**src/rtl/sub_ram_pkg.sv**
```systemverilog
// rtl/sub_ram_pkg.sv - shared types and helpers for the sub-RAM access sequencer
package sub_ram_pkg;

  localparam int BYTE_W    = 8;
  localparam int NUM_BANKS = 4;

  typedef enum logic [1:0] {
    SZ_BYTE = 2'b00,
    SZ_HALF = 2'b01,
    SZ_WORD = 2'b10,
    SZ_RSVD = 2'b11
  } size_e;

  typedef enum logic [1:0] {
    IDLE = 2'd0,
    WAIT = 2'd1,
    RESP = 2'd2
  } seq_state_e;

  typedef enum logic {
    ROT_LEFT  = 1'b0,
    ROT_RIGHT = 1'b1
  } rot_dir_e;

  function automatic int bank_row_w(input int addr_w);
    return addr_w - 2;
  endfunction

  function automatic logic [2:0] size_nbytes(input size_e s);
    case (s)
      SZ_BYTE: return 3'd1;
      SZ_HALF: return 3'd2;
      SZ_WORD: return 3'd4;
      default: return 3'd0;
    endcase
  endfunction

endpackage

```
**src/rtl/byte_lane_rotator.sv**
```systemverilog
// rtl/byte_lane_rotator.sv - 32-bit rotate by whole bytes, direction fixed per instance
module byte_lane_rotator
  import sub_ram_pkg::*;
#(
  parameter rot_dir_e DIR = ROT_LEFT
) (
  input  logic [31:0] din,
  input  logic [1:0]  shamt,
  output logic [31:0] dout
);

  logic [5:0] sh;

  assign sh = {shamt, 3'b000};

  // A shift of 32 yields zero, so shamt=0 passes din through unchanged.
  always_comb begin
    if (DIR == ROT_LEFT) begin
      dout = (din << sh) | (din >> (6'd32 - sh));
    end else begin
      dout = (din >> sh) | (din << (6'd32 - sh));
    end
  end

endmodule

```
**src/rtl/sub_ram_access_sequencer.sv**
```systemverilog
// rtl/sub_ram_access_sequencer.sv - byte/half/word sequencer over four 8-bit sub-RAM banks
// Optional macro SUB_RAM_ALIGN_CHECK_EN rejects misaligned half/word requests.
module sub_ram_access_sequencer #(
  parameter int ADDR_W      = 18,
  parameter int NUM_BANKS   = 4,
  parameter int RAM_LATENCY = 1
) (
  input  logic                          clk,
  input  logic                          rst,
  input  logic                          req_valid,
  output logic                          req_ready,
  input  logic [ADDR_W-1:0]             req_addr,
  input  logic                          req_we,
  input  logic [1:0]                    req_size,
  input  logic [31:0]                   req_wdata,
  output logic                          rsp_valid,
  input  logic                          rsp_ready,
  output logic [31:0]                   rsp_rdata,
  output logic                          rsp_err,
  output logic [NUM_BANKS-1:0]          bank_en,
  output logic [NUM_BANKS-1:0]          bank_we,
  output logic [NUM_BANKS*(ADDR_W-2)-1:0] bank_row,
  output logic [31:0]                   bank_wdata,
  input  logic [31:0]                   bank_rdata
);
  import sub_ram_pkg::*;

  localparam int RW = bank_row_w(ADDR_W);

  seq_state_e  state_q, state_d;
  logic [1:0]  cnt_q, cnt_d;
  logic [1:0]  off_q, off_d;
  size_e       size_q, size_d;
  logic        req_ready_q, req_ready_d;
  logic        rsp_valid_q, rsp_valid_d;
  logic        rsp_err_q, rsp_err_d;
  logic [31:0] rsp_rdata_q, rsp_rdata_d;

  size_e       size;
  logic [1:0]  off;
  logic [RW-1:0] row;
  logic [2:0]  nbytes;
  logic        accept, req_err, access;
  logic [1:0]  rel;
  logic [31:0] wdata_rot, rd_rot, rd_masked;

  assign size   = size_e'(req_size);
  assign off    = req_addr[1:0];
  assign row    = req_addr[ADDR_W-1:2];
  assign nbytes = size_nbytes(size);
  assign accept = req_valid && req_ready_q;
  assign access = accept && !req_err;

  always_comb begin
    req_err = (size == SZ_RSVD);
`ifdef SUB_RAM_ALIGN_CHECK_EN
    if ((size == SZ_HALF && off[0]) || (size == SZ_WORD && off != 2'd0)) begin
      req_err = 1'b1;
    end
`endif
  end

  byte_lane_rotator #(.DIR(ROT_LEFT)) u_wr_rot (
    .din   (req_wdata),
    .shamt (off),
    .dout  (wdata_rot)
  );

  byte_lane_rotator #(.DIR(ROT_RIGHT)) u_rd_rot (
    .din   (bank_rdata),
    .shamt (off_q),
    .dout  (rd_rot)
  );

  // Banks below the start offset hold the tail bytes, which live one row further on.
  always_comb begin
    bank_en    = '0;
    bank_we    = '0;
    bank_row   = '0;
    bank_wdata = '0;
    rel        = '0;
    if (access) begin
      for (int i = 0; i < NUM_BANKS; i++) begin
        rel        = 2'(i) - off;
        bank_en[i] = ({1'b0, rel} < nbytes);
        bank_row[i*RW +: RW] = (2'(i) < off) ? row + RW'(1) : row;
      end
      bank_we    = req_we ? bank_en : '0;
      bank_wdata = wdata_rot;
    end
  end

  always_comb begin
    rd_masked = '0;
    for (int k = 0; k < 4; k++) begin
      if (3'(k) < size_nbytes(size_q)) begin
        rd_masked[k*BYTE_W +: BYTE_W] = rd_rot[k*BYTE_W +: BYTE_W];
      end
    end
  end

  always_comb begin
    state_d     = state_q;
    cnt_d       = cnt_q;
    off_d       = off_q;
    size_d      = size_q;
    req_ready_d = req_ready_q;
    rsp_valid_d = rsp_valid_q;
    rsp_err_d   = rsp_err_q;
    rsp_rdata_d = rsp_rdata_q;
    case (state_q)
      IDLE: begin
        if (accept) begin
          off_d       = off;
          size_d      = size;
          req_ready_d = 1'b0;
          if (req_err || req_we) begin
            state_d     = RESP;
            rsp_valid_d = 1'b1;
            rsp_err_d   = req_err;
            rsp_rdata_d = '0;
          end else begin
            state_d = WAIT;
            cnt_d   = 2'(RAM_LATENCY - 1);
          end
        end
      end
      WAIT: begin
        if (cnt_q == 2'd0) begin
          state_d     = RESP;
          rsp_valid_d = 1'b1;
          rsp_err_d   = 1'b0;
          rsp_rdata_d = rd_masked;
        end else begin
          cnt_d = cnt_q - 2'd1;
        end
      end
      RESP: begin
        if (rsp_ready) begin
          state_d     = IDLE;
          rsp_valid_d = 1'b0;
          rsp_err_d   = 1'b0;
          rsp_rdata_d = '0;
          req_ready_d = 1'b1;
        end
      end
      default: begin
        state_d     = IDLE;
        req_ready_d = 1'b1;
        rsp_valid_d = 1'b0;
      end
    endcase
  end

  always_ff @(posedge clk or posedge rst) begin
    if (rst) begin
      state_q     <= IDLE;
      cnt_q       <= '0;
      off_q       <= '0;
      size_q      <= SZ_BYTE;
      req_ready_q <= 1'b1;
      rsp_valid_q <= 1'b0;
      rsp_err_q   <= 1'b0;
      rsp_rdata_q <= '0;
    end else begin
      state_q     <= state_d;
      cnt_q       <= cnt_d;
      off_q       <= off_d;
      size_q      <= size_d;
      req_ready_q <= req_ready_d;
      rsp_valid_q <= rsp_valid_d;
      rsp_err_q   <= rsp_err_d;
      rsp_rdata_q <= rsp_rdata_d;
    end
  end

  assign req_ready = req_ready_q;
  assign rsp_valid = rsp_valid_q;
  assign rsp_err   = rsp_err_q;
  assign rsp_rdata = rsp_rdata_q;

endmodule

```
**config.mk**
```make
export PLATFORM = sky130hd
export DESIGN_NAME = sub_ram_access_sequencer
export DESIGN_NICKNAME = d
export VERILOG_FILES = /design/src/rtl/sub_ram_pkg.sv /design/src/rtl/byte_lane_rotator.sv /design/src/rtl/sub_ram_access_sequencer.sv
export SDC_FILE = /design/constraint.sdc
export NUM_CORES = 1
export LEC_CHECK = 0
export BUFFER_PORTS_ARGS = -buffer_cell sky130_fd_sc_hd__buf_2
export CORE_MARGIN = 2
export CORE_UTILIZATION = 50
export CTS_CLUSTER_DIAMETER = 80
export DETAILED_ROUTE_END_ITERATION = 8
export PLACE_DENSITY = 0.94
export SLEW_MARGIN = 20
export SYNTH_ARGS = -nofsm -noshare
export SYNTH_HDL_FRONTEND = slang
export SYNTH_SLANG_ARGS = --single-unit
```
**constraint.sdc**
```tcl
create_clock -name clk -period 2.75 [get_ports clk]
set_input_delay 0.1375 -clock clk [delete_from_list [all_inputs] [get_ports clk]]
set_output_delay 0.1375 -clock clk [all_outputs]
set_load 0.02 [all_outputs]
```
; Word level (Yosys, flattened, before mapping)
; Cells that the tools add are included.
[op_classes]
n_reduce_logical = 16
eq_ne = 13
mux = 41
div_mod_pow = 0
addsub = 8
n_mul = 0
n_shift = 4
bitwise = 3
magnitude_cmp = 12
[ops]
columns = operator, n
row1 = 32-bit two-way mux, 5
row2 = 32-bit one-hot mux with 3 select lines, 1
row3 = 16-bit two-way mux, 4
row4 = 64-bit two-way mux, 1
row5 = 32-bit bitwise OR, 2
row6 = 8-bit two-way mux, 4
row7 = 32-bit by 5-bit << shifter with 32-bit output, 1
row8 = 32-bit by 6-bit << shifter with 32-bit output, 1
row9 = 32-bit by 5-bit right shift with 32-bit output, 1
row10 = 32-bit by 6-bit right shift with 32-bit output, 1
row11 = 3-bit one-hot mux with 3 select lines, 2
row12 = "16-bit by 1-bit adder with 16-bit output, second input constant", 1
row13 = 2-bit two-way mux, 7
row14 = 2-bit by 3-bit less-than comparator with 1-bit output, 4
row15 = 4-bit two-way mux, 3
row16 = "2-bit != test, second input constant", 6
row17 = "6-bit by 5-bit subtractor with 6-bit output, first input constant", 2
row18 = 1-bit two-way mux, 9
row19 = 1-bit one-hot mux with 3 select lines, 3
row20 = "2-bit equality test, second input constant", 4
row21 = 2-bit logical NOT, 4
row22 = 4-bit AND reduction, 2
row23 = "2-bit by 1-bit equality test with 1-bit output, second input constant", 3
row24 = "1-bit by 3-bit less-than comparator with 1-bit output, first input constant", 2
row25 = other kinds (17), 24
[word_totals]
word_cells = 105
n_memories = 0
output_inout_bits = 139
mem_bits_ro = 0
latchBits = 0
mem_bits_rw = 0
register_bits = 43
in_bits = 89

; Depth between registers and ports, before layout
[depth]
depth_word = 6
ltp_mapped = 11
depth_no_buf = 7

; Modules after synthesis
; From an unflattened synthesis, not the netlist that was laid out.
[hier_totals]
hier_cells = 716
area_unflattened_um2 = 5783.0
[by_module_without_submodules]
columns = module, n_inst, seq_area_each_um2, cells_each, area_each_um2
row1 = sub_ram_access_sequencer, 1, 1077.3, 462, 3709.8
row2 = byte_lane_rotator (u_wr_rot), 1, 0.0, 134, 1124.8
row3 = byte_lane_rotator (u_rd_rot), 1, 0.0, 120, 948.4

; Worst setup path before layout
; Ideal clock, no wire load.
[synth_path]
kind = input to output
startpoint = input port req_addr[0]
endpoint = output port bank_we[0]
path_stages = 10
path_buffers = 3
arrival_time_ps = 2328
t_required_ps = 2612
setup_slack_ps = 284
cell_sequence = buf_2 > buf_2 > inv_1 > ha_1 > buf_2 > inv_1 > ha_1 > o21bai_1 > a21oi_1 > and2_1
[synth_via]
elab_chain_cells = 4
[synth_lines]
columns = element, line
row1 = start: declaration, sub_ram_access_sequencer.sv:12  ; input logic [ADDR_W-1:0] req_addr,
row2 = 1-bit by 2-bit subtractor with 2-bit output, sub_ram_access_sequencer.sv:84  ; rel = 2'(i) - off;
row3 = 2-bit by 3-bit less-than comparator with 1-bit output, sub_ram_access_sequencer.sv:85  ; bank_en[i] = ({1'b0, rel} < nbytes);
row4 = 4-bit two-way mux, sub_ram_access_sequencer.sv:88  ; bank_we = req_we ? bank_en : '0;
row5 = 4-bit two-way mux, sub_ram_access_sequencer.sv:82  ; if (access) begin
row6 = end: declaration, sub_ram_access_sequencer.sv:21  ; output logic [NUM_BANKS-1:0] bank_we,
; Every way passes these cells.

; Worst setup path after layout
[layout_path]
startpoint = input port req_addr[0]
endpoint = output port bank_wdata[3]
[layout_via]
elab_chain_cells = 4
elab_cells_between_ends = 5
classes_between = add/sub: 1 / shift: 2 / mux: 1 / bitwise: 1
[layout_lines]
columns = element, line
row1 = 6-bit by 5-bit subtractor with 6-bit output, byte_lane_rotator.sv:19  ; dout = (din << sh) | (din >> (6'd32 - sh));
row2 = 32-bit by 6-bit right shift with 32-bit output, byte_lane_rotator.sv:19
row3 = 32-bit bitwise OR (*), byte_lane_rotator.sv:19
row4 = 32-bit two-way mux (*), sub_ram_access_sequencer.sv:82
row5 = end: declaration, sub_ram_access_sequencer.sv:23  ; output logic [31:0] bank_wdata,
; Every way passes the cells marked *; elsewhere a longest branch is shown, timed or not.

==> flow_metrics.env <==
export IMPL_mostFrequentLayoutCell="buf_2"
export IMPL_num_vias=6344
export IMPL_wirelength_mm=17.7
export IMPL_dieArea_sq_um=11700
export IMPL_die_x_um=108
export IMPL_yosys_area_share_simple_pct=21.9
export IMPL_synth_avg_cell_area_sq_um=7.92
export IMPL_syn_to_final_growth_pct=23.7
export IMPL_gp_congestion=0.977
export IMPL_synth_compound_area_share_pct=26.2
export IMPL_synth_top_family_by_area="compound AO/OA/AOI/OAI gates"
export IMPL_synth_area_sq_um=5440
export IMPL_r2r_slack_ns=0.45
export IMPL_place_hpwl_mm=13.3
export IMPL_via_per_inst=6.20
export IMPL_cts_clk_slew_worst_paths_ns=0.08
export IMPL_post_synth_mux_area_share_pct=18.4
export IMPL_min_path_type="in2reg"
export IMPL_post_route_period_util_pct=87.4
export IMPL_grt_pass1_wl_mm=27.6
export IMPL_cts_sinks=43
export IMPL_peakVddDrop_uv=562
export IMPL_worstSetupPathType="in2out"
export IMPL_yosysSeqAreaShare_pct=19.8
export IMPL_drive_above_1_share_pct=35.1
export IMPL_hold_viol_final=0
export IMPL_cts_made_buffers=5
export IMPL_first_pass_iters=7
export IMPL_cts_resized=0
export IMPL_dr_first_iter_drc_count=717
export IMPL_grt_max_degree=67
export IMPL_drc=0
export IMPL_ant_nets=0
export IMPL_grt_pass1_vias=5631
export IMPL_clk_latency_ns=0.30
export IMPL_start_util_pct=50.7
export IMPL_p_leak_nw=3.30
export IMPL_worst_slew_pin_slew_ns=1.00
export IMPL_fin_worst_skew_ns=0.00600
export IMPL_io_pins=228
export IMPL_htree_levels=2
export IMPL_synth_fp_nets=791
export IMPL_fin_tns_setup_ns=0
export IMPL_post_cts_buffers=0
export IMPL_fmax_mhz=416
export IMPL_grt_ovfl_total=0
export IMPL_ys_flop_type="dfrtp_1"
export IMPL_setup_worst_path_start_class="input port"
export IMPL_cts_buffer_depth=2
export IMPL_endpoint_kind="primary output"
export IMPL_ys_ff_latch=43
export IMPL_outcome="finished, final reports clean"
export IMPL_die_y_um=108
export IMPL_power_mw=4.88
export IMPL_synth_distinct_cells=56
export IMPL_cts_tree="done"
export IMPL_wl_per_cell_um=17.3
export IMPL_cellPowerDensity_nw_per_um2=724
export IMPL_ys_async_sr_fraction_pct=100
export IMPL_yosys_area_share_adder_pct=3.45
export IMPL_drv_cap=0
export IMPL_finalSetupViolations=0
export IMPL_std_cell_rows=38
export IMPL_path_max_fanout=14
export IMPL_coreArea_sq_um=10700
export IMPL_diodes=0
export IMPL_cp_required_ns=2.61
export IMPL_synth_edf_count=0
export IMPL_yosys_warnings=0
export IMPL_antenna_found_initial=0
export IMPL_numPortBuffers=227
export IMPL_period_needed_ns=2.40
export IMPL_slew_viol_final=0
export IMPL_synth_xor_area_share_pct=3.86
export IMPL_rsz0062_at_grt="false"
export IMPL_final_cell_mix="buf_2, nor2_1, a21oi_1, mux2i_1, nand2_1"
export IMPL_max_slew_margin_rel_pct=32.7
export IMPL_syn_inst=687
export IMPL_holdWs_ns=0.157
export IMPL_crit_arrival_ns=2.27
export IMPL_finalNetCount=986
export IMPL_cts_hold_fix_buffers=1
export IMPL_cts_root_buf="clkbuf_8"
export IMPL_grt_use_total_pct=28.9
report_power, final:
part | internal, mW | total, mW | switching, mW
Sequential | 0.793 | 0.904 | 0.111
Combinational | 1.36 | 3.58 | 2.22
Clock | 0.174 | 0.396 | 0.222
routing by layer:
| metal | part of all wire [%] | global-route usage, % | up-vias | wire length [um] |
|---|---|---|---|---|
| met5 | 0 | 0 | - | 0 |
| met4 | 3.9 | 11.3 | 0 | 692 |
| met3 | 8.2 | 3.50 | 77 | 1450 |
| met2 | 47 | 48.3 | 400 | 8400 |
| met1 | 40 | 38.2 | 2933 | 7170 |
| li1 | - | - | 2934 | - |
final cells by class:
type	count	area, sq um
clock buffers	5	68.8
clock inverters	3	15.0
fillers	944	4010
multi-input cells	563	4030
flip-flops and latches	43	1080
well taps	140	175
inverters	22	82.6
repair buffers	247	1290
worst paths after layout:
kind,from,to,cells past startpoint
max reg2reg,off_q[0],rsp_rdata[7],6
max in group asynchronous,rst,req_ready,4
min,req_valid,req_ready,3
max,req_addr[0],bank_wdata[3],8
min reg2reg,rsp_rdata[11],rsp_rdata[11],1
min in group asynchronous,rst,rsp_rdata[27],3
registers in the layout (all words and copies together) (netlist names):
name / flops
cnt_q: 2
off_q: 2
req_ready: 1
rsp_err: 1
rsp_rdata: 32
rsp_valid: 1
size_q: 2
state_q: 2
cells in the mapped netlist (2+ instances only):
cell type	count	area (sq um)
a32oi_1	3	26.3
a22oi_1	10	75.1
buf_4	2	15.0
nor2_1	73	274
mux4_2	7	158
clkbuf_1	29	109
o21ai_0	8	40.0
xor2_1	19	166
nand4b_1	3	26.3
dfrtp_1	42	1050
nand2_1	51	191
o32a_1	8	80.1
inv_1	20	75.1
nand3b_1	3	22.5
mux2_2	28	315
a22o_1	8	70.1
a21o_1	2	15.0
ha_1	15	188
o21bai_1	2	15.0
mux2i_1	53	531
nand2b_1	9	56.3
nor2b_1	14	87.6
nand2_2	2	12.5
or2_2	10	62.6
buf_1	5	18.8
and2_1	19	119
o31ai_1	3	22.5
buf_2	22	110
a21oi_1	61	305
a211oi_1	22	165
and3_1	5	31.3
nand4_1	9	56.3
o2bb2ai_1	33	289
o22a_1	2	17.5
o22ai_1	5	31.3
nand3_1	13	65.1
or3_1	9	56.3
clkinv_1	2	7.51
a21boi_0	7	52.6
a221oi_1	7	61.3
nor3_1	16	80.1
xnor2_1	5	43.8
a222oi_1	8	80.1
metrics by stage:
| stage | setup WS, ns | cell area [sq um] | cells | utilization, % |
|---|---|---|---|---|
| 6_report | 0.347 | 6730 | 1023 | 62.7 |
| 3_3_place_gp | 0.460 | 6640 | 1014 | 61.8 |
| 5_1_grt | 0.175 | 6730 | 1023 | 62.7 |
| 4_1_cts | 0.389 | 6730 | 1023 | 62.7 |
| 2_1_floorplan | 0.284 | 5440 | 687 | - |
| 3_5_place_dp | 0.390 | 6640 | 1014 | 61.8 |
kinds of logic after synthesis:
family | Yosys count
compound gates | 196
xor+xnor | 24
simple gates | 240
flops | 43
fa+ha+maj | 15
buf+inv | 81
mux | 88
worst max-delay path, cell delays in order:
cell and delay (ns):
buf_2 0.09, inv_1 0.08, ha_1 0.43, or2_2 0.48, a21oi_2 0.47, nand2_1 0.15
a21oi_1 0.22, buf_2 0.20
No activity file was read; power rests on OpenSTA's default activity.
